[src/rtl/dreg_univ.sv]
// Parametrised edge-triggered register with hold/load/shift/rotate/clear/set modes.
// Optional parity output and load-parity check are enabled by defining DREG_UNIV_PARITY_EN.
module dreg_univ #(
    parameter int unsigned      WIDTH   = 8,
    parameter int unsigned      STEP    = 1,
    parameter logic [WIDTH-1:0] RST_VAL = '0
) (
    input  logic             clk,
    input  logic             rst,
    input  logic             en,
    input  logic [2:0]       mode,
    input  logic [WIDTH-1:0] D,
    input  logic [STEP-1:0]  sin,
    output logic [WIDTH-1:0] q,
    output logic [WIDTH-1:0] qbar,
    output logic [STEP-1:0]  sout,
    output logic             zero
`ifdef DREG_UNIV_PARITY_EN
    ,
    input  logic             par_chk_en,
    output logic             par,
    output logic             par_err
`endif
);

    typedef enum logic [2:0] {
        MODE_HOLD = 3'b000,
        MODE_LOAD = 3'b001,
        MODE_SHL  = 3'b010,
        MODE_SHR  = 3'b011,
        MODE_ROL  = 3'b100,
        MODE_ROR  = 3'b101,
        MODE_CLR  = 3'b110,
        MODE_SET  = 3'b111
    } mode_e;

    mode_e            mode_s;
    logic [WIDTH-1:0] q_q, q_d;
    logic [STEP-1:0]  sout_q, sout_d;

    assign mode_s = mode_e'(mode);

    // Next-state selection; en=0 falls through to the hold defaults.
    always_comb begin
        q_d    = q_q;
        sout_d = sout_q;
        if (en) begin
            case (mode_s)
                MODE_HOLD: ;
                MODE_LOAD: q_d = D;
                MODE_SHL: begin
                    q_d    = {q_q[WIDTH-1-STEP:0], sin};
                    sout_d = q_q[WIDTH-1 -: STEP];
                end
                MODE_SHR: begin
                    q_d    = {sin, q_q[WIDTH-1:STEP]};
                    sout_d = q_q[STEP-1:0];
                end
                MODE_ROL: begin
                    q_d    = {q_q[WIDTH-1-STEP:0], q_q[WIDTH-1 -: STEP]};
                    sout_d = q_q[WIDTH-1 -: STEP];
                end
                MODE_ROR: begin
                    q_d    = {q_q[STEP-1:0], q_q[WIDTH-1:STEP]};
                    sout_d = q_q[STEP-1:0];
                end
                MODE_CLR: begin
                    q_d    = '0;
                    sout_d = '0;
                end
                MODE_SET: q_d = '1;
                default: ;
            endcase
        end
    end

    always_ff @(posedge clk or posedge rst) begin
        if (rst) begin
            q_q    <= RST_VAL;
            sout_q <= '0;
        end else begin
            q_q    <= q_d;
            sout_q <= sout_d;
        end
    end

    // Complement and zero flag come only from the q register, never from inputs.
    assign q    = q_q;
    assign qbar = ~q_q;
    assign sout = sout_q;
    assign zero = (q_q == '0);

`ifdef DREG_UNIV_PARITY_EN
    logic par_q, par_d;
    logic par_err_q, par_err_d;

    always_comb begin
        par_d     = ^q_d;
        par_err_d = par_err_q;
        if (en) begin
            par_err_d = 1'b0;
            if (mode_s == MODE_LOAD && par_chk_en) begin
                par_err_d = (^D) != sin[0];
            end
        end
    end

    always_ff @(posedge clk or posedge rst) begin
        if (rst) begin
            par_q     <= ^RST_VAL;
            par_err_q <= 1'b0;
        end else begin
            par_q     <= par_d;
            par_err_q <= par_err_d;
        end
    end

    assign par     = par_q;
    assign par_err = par_err_q;
`endif

endmodule
[config.mk]
export PLATFORM = sky130hd
export DESIGN_NAME = dreg_univ
export DESIGN_NICKNAME = d
export VERILOG_FILES = /design/src/rtl/dreg_univ.sv
export SDC_FILE = /design/constraint.sdc
export NUM_CORES = 1
export LEC_CHECK = 0
export CELL_PAD_IN_SITES_DETAIL_PLACEMENT = 1
export CELL_PAD_IN_SITES_GLOBAL_PLACEMENT = 1
export CORE_MARGIN = 5
export CORE_UTILIZATION = 25
export DETAILED_ROUTE_END_ITERATION = 12
export PLACE_DENSITY = 0.77
export SLEW_MARGIN = 20
export SYNTH_ARGS = -nofsm -noshare
export SYNTH_HDL_FRONTEND = slang
export SYNTH_SLANG_ARGS = --single-unit
[constraint.sdc]
create_clock -name clk -period 1.25 [get_ports clk]
set_clock_uncertainty 0.1 [all_clocks]
set_input_delay 0.25 -clock clk [delete_from_list [all_inputs] [get_ports clk]]
set_output_delay 0.25 -clock clk [all_outputs]
set_load 0.005 [all_outputs]
==> impl_metrics.env, run 1 <==
export IMPL_cts_sinks=9
export IMPL_io_buffers=32
export IMPL_r2r_slack_ps=-330
export IMPL_grt_pass1_wl_um=6637
export IMPL_core_area_sq_um=2758
export IMPL_grt_setup_unrepaired="true"
export IMPL_root_buffer="clkbuf_4"
export IMPL_drt_initial_drc_count=39
export IMPL_viasPerCell=5.356
export IMPL_synth_area_sq_um=721.9
export IMPL_startpoint_type="flip-flop"
export IMPL_status="complete, but fails checks"
export IMPL_die_area_sq_um=4062
export IMPL_pin_count=33
export IMPL_fin_crit_ps=1580
export IMPL_setup_total_negative_slack_ps=-4176
export IMPL_violations="negative setup slack"
export IMPL_postSynthAreaPerCell_sq_um=7.078
export IMPL_fillers=316
export IMPL_drv_cap=0
export IMPL_netlist_top_cell_by_area="dfrtp_1"
export IMPL_layout_setup_ws_ps=-329.6
export IMPL_power_total_mw=1.810
export IMPL_grt_max_degree=10
export IMPL_dpl_hpwl_um=2506
export IMPL_synth_area_leaders="dfrtp_1 31%, nor2_1 8.3%, a31oi_1 7.8%"
export IMPL_stdcell_count=216
export IMPL_total_leakage_power_nw=0.8042
export IMPL_num_rows=19
export IMPL_syn_to_final_growth_pct=141.2
export IMPL_gp_congestion=0.8783
export IMPL_synth_seq_cells=9
export IMPL_antenna_left=0
export IMPL_place_inst=192
export IMPL_ys_seq_area_share_pct=31.20
export IMPL_r2r_end="q[1]"
export IMPL_grt_antenna_before_repair=0
export IMPL_start_util_pct=26.18
export IMPL_timing_rr_start="q[2]"
export IMPL_cts_made_buffers=3
export IMPL_power_density_nw_per_um2=1039
export IMPL_required_ps=1360
export IMPL_die_y_um=63.74
export IMPL_die_width_um=63.74
export IMPL_clockBufferDepth=2
export IMPL_clock_fmax_mhz=633.1
export IMPL_synth_cell_types=24
export IMPL_h_tree_depth=1
export IMPL_routedWlPerCell_um=23.24
export IMPL_clk_latency_ps=300
export IMPL_path_class="reg2reg"
export IMPL_synth_top_area_share_pct=31.20
export IMPL_hold_violations=0
export IMPL_syn_nets=118
export IMPL_max_slew_margin_pct=71.03
export IMPL_tightest_slew_ps=434.0
export IMPL_cts_tree="built"
export IMPL_finalNetCount=202
export IMPL_track_usage_pct=21.38
export IMPL_drive_gt1_share_pct=62.16
export IMPL_worstPathMaxFanout=5
export IMPL_ir_worst_vdd_v=0.0007652
export IMPL_cp_data_arrival_time_ps=1690
export IMPL_setup_viol=26
export IMPL_grt_pass1_vias=1240
export IMPL_min_period_over_period_pct=126.4
export IMPL_drt_total_wl_um=5019
export IMPL_yosysWarnings=0
export IMPL_first_pass_iters=4
export IMPL_hp_class="in2async"
export IMPL_overflow=0
export IMPL_drc=0
export IMPL_syn_inst=102
export IMPL_vias=1157
export IMPL_n_antenna_cell=0
export IMPL_place_ws_ps=-872.4
export IMPL_end_kind="flip-flop"
export IMPL_crit_start="q[2]"
export IMPL_clk_pin_slew_worst_paths_ps=100
export IMPL_rr_worst_depth=5
export IMPL_utilization_pct=63.16
export IMPL_slew_viol_final=0
==> stage by stage <==
stage / area (sq um) / hold WS [ps]
2_1_floorplan: 777.0 / -22.08
5_1_grt: 1742 / 206.2
3_5_place_dp: 1313 / 392.4
3_3_place_gp: 1313 / 383.2
4_1_cts: 1575 / 180.9
6_report: 1742 / 142.9
==> cells by family after synthesis <==
kind of cell,after synthesis,share of synthesized area [%]
AOI/OAI and AO/OA,30,25.30
adders and majority gates,1,1.733
buffers and inverters,18,11.78
DFF,9,31.20
and+or+nand+nor,44,29.98
==> layout make-up <==
type | instances | area (sq um) | area share, %
inverters | 12 | 55.05 | 3.161
flip-flops and latches | 9 | 225.2 | 12.93
multi-input cells | 75 | 578.1 | 33.19
clock buffers | 4 | 26.28 | 1.509
well taps | 31 | 38.79 | 2.227
repair buffers | 85 | 818.3 | 46.98
==> cell usage after synthesis <==
| library cell | n |
|---|---|
| nand4_1 | 2 |
| buf_6 | 1 |
| nand2b_1 | 1 |
| dfrtp_1 | 9 |
| nand2_1 | 13 |
| inv_1 | 12 |
| clkbuf_1 | 1 |
| a32o_1 | 1 |
| nor2_2 | 1 |
| or4_1 | 7 |
| a21bo_2 | 1 |
| a31oi_1 | 9 |
| buf_2 | 2 |
| o31a_1 | 1 |
| nor2_1 | 16 |
| o2bb2ai_1 | 1 |
| o22ai_1 | 3 |
| a21oi_1 | 10 |
| or2b_2 | 1 |
| nand2_2 | 1 |
| o21ai_0 | 4 |
| ha_1 | 1 |
| buf_4 | 2 |
| or2b_1 | 2 |
==> worst max-delay path: stages, from the launching register on <==
cell	delay, ps
dfrtp_1	410
buf_6	150
nand2b_4	120
a21oi_2	50
or4_1	500
a31oi_1	160
==> layer usage <==
layer	part of all wire (%)	global-route usage, %	vias to the layer above	routed length, um
met4	4.1	8.052	0	206
met5	0	0	-	0
li1	-	-	521	-
met1	40	26.42	569	2028
met3	5.7	4.028	18	285
met2	50	36.68	49	2500
==> layout by cell type, fill, tap and decap left out, types with 2 or more instances in the layout <==
cell and instances:
inv_2 7, or4_4 4, o21ai_1 2, a31oi_1 5
nand2_1 12, nand4_1 2, inv_4 4, clkbuf_4 3
o22ai_2 3, buf_4 25, or4_1 3, nor2_4 3
clkdlybuf4s50_1 11, o21ai_0 2, dfrtp_1 9, or2b_1 2
buf_6 44, a21oi_2 5, nor2_1 13, buf_2 4
a31oi_4 3, a21oi_1 5
==> registers in the layout, indices dropped and copies added (netlist names) <==
name	flops
q	8
sout	1
==> report_power, final <==
part           switching [mW]  leakage (nW)  internal, mW
sequential             0.0489         0.103         0.340
clock                   0.175        0.0150         0.125
combinational           0.473         0.686         0.648
==> how the worst max path moves through the flow <==
stage | to | slack, ps | depth (start not counted)
final | q[1] | -330 | 5
after global routing | q[1] | -390 | 5
after CTS | q[5] | -280 | 5
after detailed placement | q[2] | -870 | 5
after global placement | q[5] | -740 | 5
after floorplan | q[4] | -160 | 5
==> timing repair <==
item / CTS / global route
buffers inserted: 20 / 9
gates resized for setup: 144 / 27
pin swaps: 23 / 14
endpoints found under the setup margin: 27 / 27
cloned: 0 / 0
hold buffers: 0 / 0
Note: power is estimated with default switching activity, not from simulation.
==> run 2, diff against run 1 <==
--- a/config.mk
+++ b/config.mk
@@ -11,6 +11,7 @@
 export CORE_UTILIZATION = 25
 export DETAILED_ROUTE_END_ITERATION = 12
 export PLACE_DENSITY = 0.77
+export REMOVE_ABC_BUFFERS = 1
 export SLEW_MARGIN = 20
 export SYNTH_ARGS = -nofsm -noshare
 export SYNTH_HDL_FRONTEND = slang
==> run 2 against run 1 <==
Against the previous run:
- critical path depth did not move
- critical path type is now reg2out
- combinational power fell by 7%
- critical endpoint is now zero
- setup slack improved by 35 ps
- total power fell by 6.4%
- sequential share of layout area rose by 0.59 points
- global-route usage fell by 0.10 points
- the run still ends with negative setup slack left
- non-clock buffer count rose by 1
- largest power group unchanged
- count of clock-buffer cells in the layout did not move
- core utilization fell by 2.8 points
==> impl_metrics.env, run 2 (synthesis results as in run 1) <==
export IMPL_cts_hold_buf=0
export IMPL_grt_setup_unrepaired="true"
export IMPL_seqPwrFrac_pct=22.4
export IMPL_total_leakage_power_nw=0.8009
export IMPL_syn_to_final_growth_pct=130.7
export IMPL_worstPathMaxFanout=2
export IMPL_drt_initial_drc_count=58
export IMPL_die_y_um=63.74
export IMPL_power_frac_comb_pct=61.6
export IMPL_slew_viol_final=0
export IMPL_fin_area_sq_um=1665
export IMPL_startpoint_type="flip-flop"
export IMPL_hp_class="in2async"
export IMPL_track_usage_pct=21.28
export IMPL_first_pass_iters=4
export IMPL_start_util_pct=26.18
export IMPL_status="complete, but fails checks"
export IMPL_clock_fmax_mhz=647.4
export IMPL_layout_setup_ws_ps=-294.7
export IMPL_overflow=0
export IMPL_cts_tree="built"
export IMPL_hold_violations=0
export IMPL_violations="negative setup slack"
export IMPL_mostFrequentLayoutCells="39 x buf_6, 26 x buf_4, 16 x nor2_1"
export IMPL_cts_sinks=9
export IMPL_setup_viol=24
export IMPL_end_kind="output pin"
export IMPL_place_area_sq_um=1236
export IMPL_grt_max_degree=13
export IMPL_cts_made_buffers=3
export IMPL_pin_count=33
export IMPL_tightest_slew_ps=408.0
export IMPL_io_buffers=32
export IMPL_root_buffer="clkbuf_4"
export IMPL_internal_power_mw=1.083
export IMPL_path_class="reg2out"
export IMPL_drc=0
export IMPL_grt_antenna_before_repair=0
export IMPL_timing_rr_start="q[6]"
export IMPL_gp_congestion=0.7973
export IMPL_grt_pass1_vias=1246
export IMPL_layout_commonest_cell="buf_6"
export IMPL_n_antenna_cell=0
export IMPL_clk_latency_ps=290
export IMPL_core_area_sq_um=2758
export IMPL_viasPerCell=5.194
export IMPL_ir_worst_vdd_v=0.0009277
export IMPL_place_inst=185
export IMPL_r2r_end="q[7]"
export IMPL_rr_worst_depth=6
export IMPL_p_clk_share_pct=16.0
export IMPL_finalNetCount=203
export IMPL_vias=1127
export IMPL_stdcell_count=217
export IMPL_dpl_hpwl_um=2168
export IMPL_setup_total_negative_slack_ps=-3468
export IMPL_die_area_sq_um=4062
export IMPL_drt_total_wl_um=4471
export IMPL_clk_pin_slew_worst_paths_ps=80
export IMPL_routedWlPerCell_um=20.60
export IMPL_crit_start="q[7]"
export IMPL_cp_data_arrival_time_ps=1190
export IMPL_antenna_left=0
export IMPL_min_period_over_period_pct=123.6
export IMPL_utilization_pct=60.39
export IMPL_drv_cap=0
export IMPL_power_switching_uw=610.4
export IMPL_p_sw_share_pct=36.05
export IMPL_clockBufferDepth=2
export IMPL_die_width_um=63.74
export IMPL_num_rows=19
export IMPL_r2r_slack_ps=-250
export IMPL_h_tree_depth=1
export IMPL_drive_gt1_share_pct=55.91
export IMPL_largest_reg_flops=8
export IMPL_fin_crit_ps=1545
export IMPL_grt_pass1_wl_um=6589
export IMPL_power_density_nw_per_um2=1017
export IMPL_max_slew_margin_pct=72.77
export IMPL_required_ps=900
==> run 2: cell types whose count changed in the layout (fill, tap and decap cells not counted), moves of 3 or more <==
cell	delta
or4_4	-3
nor2_4	-3
a31oi_4	-3
nor2_1	+3
or4_1	+3
buf_6	-5
a31oi_1	+3
==> run 2: critical path: stages (launching register included) <==
cell and delay (ps):
dfrtp_1 420, buf_6 140, inv_4 50, nand4_1 70, nor2_1 100, buf_2 130
==> run 2: metal layers <==
metal  wire length (um)  vias up  global-route usage (%)
met4                152        0                   10.39
li1                   -      523                       -
met3                212       17                   6.655
met2               2295       44                   37.94
met5                  0        -                       0
met1               1811      543                   22.46
==> run 2: per-stage QoR <==
step	power (mW)	hold slack [ps]	setup slack [ps]
floorplan	0.5836	-22.08	-199.9
global placement	1.001	378.9	-745.5
detailed placement	1.021	381.9	-815.2
CTS	1.523	185.7	-250.5
global route	1.783	178.6	-352.9
finish	1.693	152.6	-294.7
==> run 2: how the worst max path moves through the flow <==
| stage | end | depth (start not counted) | slack (ps) |
|---|---|---|---|
| finish | zero | 5 | -290 |
| global route | zero | 5 | -350 |
| CTS | zero | 5 | -250 |
| detailed placement | q[6] | 5 | -820 |
| global placement | sout | 5 | -750 |
| floorplan | q[3] | 4 | -200 |
==> run 2: cell type report <==
type	instances	area (sq um)
well taps	31	38.79
fillers	321	1092
flip-flops and latches	9	225.2
inverters	12	52.55
clock buffers	4	26.28
repair buffers	86	823.3
multi-input cells	75	499.2
==> run 2: timing repair <==
action | CTS | global route
gates resized for setup | 136 | 24
buffers inserted | 26 | 11
endpoints found under the setup margin | 27 | 27
pin swaps | 12 | 13
==> run 2: power groups by stage <==
stage          Combinational, mW  Sequential (mW)  Clock, mW
3_3_place_gp               0.630            0.371          0
2_1_floorplan              0.180            0.404          0
5_1_grt                     1.10            0.386      0.298
3_5_place_dp               0.648            0.374          0
4_1_cts                    0.892            0.375      0.255
6_report                    1.04            0.380      0.271
==> run 3, diff against run 2 <==
==> config.mk (replaced) <==
export PLATFORM = sky130hd
export DESIGN_NAME = dreg_univ
export DESIGN_NICKNAME = d
export VERILOG_FILES = /design/src/rtl/dreg_univ.sv
export SDC_FILE = /design/constraint.sdc
export NUM_CORES = 1
export LEC_CHECK = 0
export CELL_PAD_IN_SITES_DETAIL_PLACEMENT = 2
export CELL_PAD_IN_SITES_GLOBAL_PLACEMENT = 2
export CORE_MARGIN = 5
export CORE_UTILIZATION = 18
export DETAILED_ROUTE_END_ITERATION = 12
export PLACE_DENSITY = 0.74
export REMOVE_ABC_BUFFERS = 1
export SLEW_MARGIN = 20
export SYNTH_ARGS = -nofsm -noshare
export SYNTH_HDL_FRONTEND = slang
export SYNTH_SLANG_ARGS = --single-unit
==> run 3 against run 2 <==
Against the previous run:
- die area increased by 32%
- highest routed layer unchanged
- hold slack gained 64 ps
- sequential share of layout area is 0.76 points higher
- the flow still finishes with violations (negative setup slack)
- largest cell class unchanged
- final cell count increased by 2.3%
- via count decreased by 8.9%
- clock power up 37%
- count of clock-buffer cells in the layout is the same
- total power shrank 1.3%
- routed wire length shrank 11%
- combinational power is 12% lower
==> impl_metrics.env, run 3 (synthesis results as in run 1) <==
export IMPL_status="complete, but fails checks"
export IMPL_violations="negative setup slack"
export IMPL_grt_max_degree=13
export IMPL_internal_power_mw=1.101
export IMPL_drt_initial_drc_count=26
export IMPL_power_frac_comb_pct=54.7
export IMPL_vias=1027
export IMPL_layout_setup_ws_ps=-270.5
export IMPL_die_area_sq_um=5377
export IMPL_max_slew_margin_pct=70.36
export IMPL_slew_viol_final=0
export IMPL_routedWlPerCell_um=18.02
export IMPL_largest_reg_flops=8
export IMPL_overflow=0
export IMPL_clk_pin_slew_worst_paths_ps=50
export IMPL_grt_antenna_before_repair=0
export IMPL_drive_gt1_share_pct=52.33
export IMPL_antenna_left=0
export IMPL_h_tree_depth=1
export IMPL_start_util_pct=18.31
export IMPL_cts_tree="built"
export IMPL_drt_total_wl_um=4000
export IMPL_startpoint_type="flip-flop"
export IMPL_power_switching_uw=569.3
export IMPL_fillers=424
export IMPL_utilization_pct=39.99
export IMPL_root_buffer="clkbuf_8"
export IMPL_clockBufferDepth=2
export IMPL_r2r_slack_ps=-220
export IMPL_grt_pass1_vias=1254
export IMPL_ir_worst_vdd_v=0.0003510
export IMPL_core_area_sq_um=3943
export IMPL_total_leakage_power_nw=0.7229
export IMPL_pin_count=33
export IMPL_fin_crit_ps=1521
export IMPL_grt_pass1_wl_um=6306
export IMPL_viasPerCell=4.626
export IMPL_worstPathMaxFanout=2
export IMPL_fin_area_sq_um=1577
export IMPL_die_y_um=73.33
export IMPL_hold_violations=0
export IMPL_hp_class="in2async"
export IMPL_finalNetCount=189
export IMPL_seqPwrFrac_pct=23.1
export IMPL_p_sw_share_pct=34.08
export IMPL_grt_setup_unrepaired="true"
export IMPL_path_class="reg2out"
export IMPL_hold_ws_ps=216.1
export IMPL_syn_to_final_growth_pct=118.4
export IMPL_drv_cap=0
export IMPL_io_buffers=32
export IMPL_power_density_nw_per_um2=1060
export IMPL_n_antenna_cell=0
export IMPL_clock_fmax_mhz=657.7
export IMPL_mostFrequentLayoutCells="34 x buf_6, 19 x buf_4, 14 x nor2_1"
export IMPL_place_ws_ps=-887.5
export IMPL_min_period_over_period_pct=121.6
export IMPL_layout_commonest_cell="buf_6"
export IMPL_p_clk_share_pct=22.3
export IMPL_power_total_mw=1.671
export IMPL_dpl_hpwl_um=2552
export IMPL_drc=0
export IMPL_num_rows=23
export IMPL_first_pass_iters=4
export IMPL_required_ps=900
export IMPL_die_width_um=73.33
export IMPL_tightest_slew_ps=444.0
export IMPL_end_kind="output pin"
export IMPL_cts_sinks=9
export IMPL_cp_data_arrival_time_ps=1170
export IMPL_cts_made_buffers=3
export IMPL_place_area_sq_um=1252
export IMPL_track_usage_pct=15.28
export IMPL_gp_congestion=0.7614
export IMPL_clk_latency_ps=240
export IMPL_setup_viol=17
-- run 3: per-layer routing --
layer  vias up  GRT usage (%)  share of wire (%)
met4         0          3.823               0.63
met5         -              0                  0
met3         2          2.326                4.0
met1       501          16.82                 40
met2        28          29.99                 55
li1        496              -                  -
-- run 3: worst max-delay path: stages (launching register included) --
cell	delay, ps
dfrtp_1	420
inv_2	90
nand4_1	160
nor2_1	140
buf_2	120
-- run 3: area by class of cell --
cell class                 instances  area [sq um]  area share (%)
sequential                         9         225.2           14.29
tap                               50         62.56           3.968
clock buffer                       4         45.04           2.857
multi-input combinational         75         516.7           32.78
inverter                          12         47.55           3.016
timing repair buffer              72         679.4           43.10
-- run 3: path summary, 6_finish.rpt --
check | end | startpoint | cells past startpoint
min in group clk | sout | sout | 1
hold / removal | q[2] | rst | 2
hold reg to reg | sout | sout | 1
setup / recovery | zero | q[6] | 4
max in group asynchronous | q[6] | rst | 2
setup reg to reg | q[2] | q[3] | 5
-- run 3: power by group through the flow --
stage	Clock (mW)	Sequential, mW	Combinational, mW
final	0.372	0.385	0.913
after global routing	0.392	0.391	0.984
after CTS	0.372	0.385	0.788
after detailed placement	0	0.377	0.670
after global placement	0	0.369	0.639
after floorplan	0	0.404	0.180
-- run 3: repair_timing --
item / CTS / global route
pin swaps: 19 / 9
resized for setup: 125 / 28
hold buffers: 0 / 0
endpoints found under the setup margin: 27 / 25
cloned: 0 / 0
buffers inserted: 16 / 6
-- run 3: per-stage QoR --
stage                     std cells  setup TNS, ps
final                           222          -1782
after global routing            222          -2515
after CTS                       221          -2005
after detailed placement        203          -9058
after global placement          203          -7877
after floorplan                  96          -1390
==> variant (flow settings as in run 1) <==
Change the parameter `WIDTH` from 8 to 9.
--- a/src/rtl/dreg_univ.sv
+++ b/src/rtl/dreg_univ.sv
@@ -3,3 +3,3 @@
 module dreg_univ #(
-    parameter int unsigned      WIDTH   = 8,
+    parameter int unsigned      WIDTH   = 9,
     parameter int unsigned      STEP    = 1,
Interface: changed (resized D, q and qbar); port bits go from 33 to 36. The function was not compared with the original's and may differ.
==> variant against run 1 <==
- sequential power rose by 11%
- wire length shrank 11%
- the flow still finishes with violations (setup timing)
- design area increased by 3.7%
- largest cell class unchanged
- global-route usage shrank 2.7 points
- largest power group unchanged
- critical path type is now flop to primary output
- setup slack got worse by 35 ps
- area after synthesis up 11%
- sequential cell count rose by 1
- total power fell by 2.2%
- clock power is 22% lower
- count of clock-buffer cells in the layout down 1
- worst hold slack better by 49 ps
==> variant: results (changes against run 1) <==
status=complete, but fails checks; failing checks=setup timing; post-synthesis cell count=113 (+11%); met1 wire length=1640 µm (-19%); Setup TNS=-4590 ps (-410 ps); R2R setup slack=-320 ps; net count after synthesis=130 (+10%); HPWL after detailed placement=2680 µm (+7.1%); vias in the first global route=1281 (+3.3%); Crit path arrival time=1260 ps (-430 ps); Non-Filler Instances=238 (+10%); via count=1230 (+6.3%); Final Wtd Congestion=0.825 (-6.1%); met1 Track Usage GR=21.3% (-5.1 points); met3 Resource Use GR=3.20% (-0.82 points); sequential fraction of the synthesis area=31.3% (+0.054 points); Layout Nets=213 (+5.4%); IO Port Bufs=35 (+9.4%); Fill cells=366 (+16%); reg-to-reg startpoint=q[6]$_DFFE_PP0P_; final worst-path setup slack=-365 ps (-35.2 ps); Tightest Pin Transition=465 ps (+30.8 ps); largest net degree at the start of global routing=17 (+7); GR Util All Layers=18.6% (-2.7 points); clk_lat worst skew=260 ps (-40 ps); final setup violating endpoints=29 (+12%); Crit-path slowest cell=dfrtp_1; Power, Total=1.77 mW (-2.2%); Main synth FF type=dfrtp_1; Synth area leaders=dfrtp_1 (31%), nor2_1 (8.9%), a21oi_1 (8.8%); FF-to-FF End=q[5]$_DFFE_PP0P_; met2 routed WL=2460 µm (-1.7%); CP peak stage delay=410 ps (-90 ps); Synth top cells by count=nor2_1 (19), a21oi_1 (14), inv_1 (13); Pleak=0.847 nW (+5.3%); first-pass GRT wire length=6190 µm (-6.8%); max FFs per register=9 (+1); Yosys cell types=26 (+8.3%); r2r worst-path depth=6 (+1); Max rail drop VDD=0.544 mV (-29%); WL final=4480 µm (-11%); CP Max Fanout=2 (-3); clock slew at reported path FFs=70 ps (-30 ps); worst hold path class=input pin to asynchronous set/reset pin; DRT iter0 DRCs=54 (+38%)
## variant: stage by stage
| step | setup slack [ps] | area (µm²) |
|---|---|---|
| global placement | -769 | 1410 |
| detailed placement | -840 | 1410 |
| global route | -416 | 1810 |
| floorplan | -157 | 870 |
| finish | -365 | 1810 |
| CTS | -372 | 1610 |
## variant: worst max-delay path: cells and delay by family (launching register included)
| family | cells | cell delay (ps) |
|---|---|---|
| simple gates | 2 | 480 |
| buf+inv | 1 | 110 |
| flops | 1 | 410 |
## variant: worst max-delay path by stage
| stage | to | start | cells after the start |
|---|---|---|---|
| 2_1_floorplan | q[7]$_DFFE_PP0P_ | mode[0] | 5 |
| 3_3_place_gp | q[2]$_DFFE_PP0P_ | mode[2] | 5 |
| 3_5_place_dp | q[1]$_DFFE_PP0P_ | mode[2] | 5 |
| 4_1_cts | zero | q[1]$_DFFE_PP0P_ | 4 |
| 5_1_grt | zero | q[6]$_DFFE_PP0P_ | 3 |
| 6_report | zero | q[6]$_DFFE_PP0P_ | 3 |
## variant: logic make-up after synthesis
group	synth area share, %
simple gates	31.1
compound gates	23.6
buf+inv	11.4
flops	31.3
xor+xnor	1.09
fa+ha+maj	1.56
## variant: what timing repair did
item | CTS | global route
hold buffers | 0 | 0
endpoints found under the setup margin | 30 | 30
resized for setup | 134 | 37
buffers inserted | 14 | 15
pin swaps | 17 | 9
cloned | 0 | 0
## variant: power breakdown
part | total [mW] | switching, mW | internal [mW]
Combinational | 1.11 | 0.444 | 0.663
Sequential | 0.430 | 0.0532 | 0.376
Clock | 0.234 | 0.123 | 0.111
## variant: final cells by class
cell class              instances  area, µm²  area share (%)
clock buffers                   3       22.5            1.25
inverters                      13       61.3            3.39
multi-input cells              83        581            32.1
flip-flops and latches         10        250            13.9
well taps                      44       55.1            3.05
repair buffers                 85        837            46.3
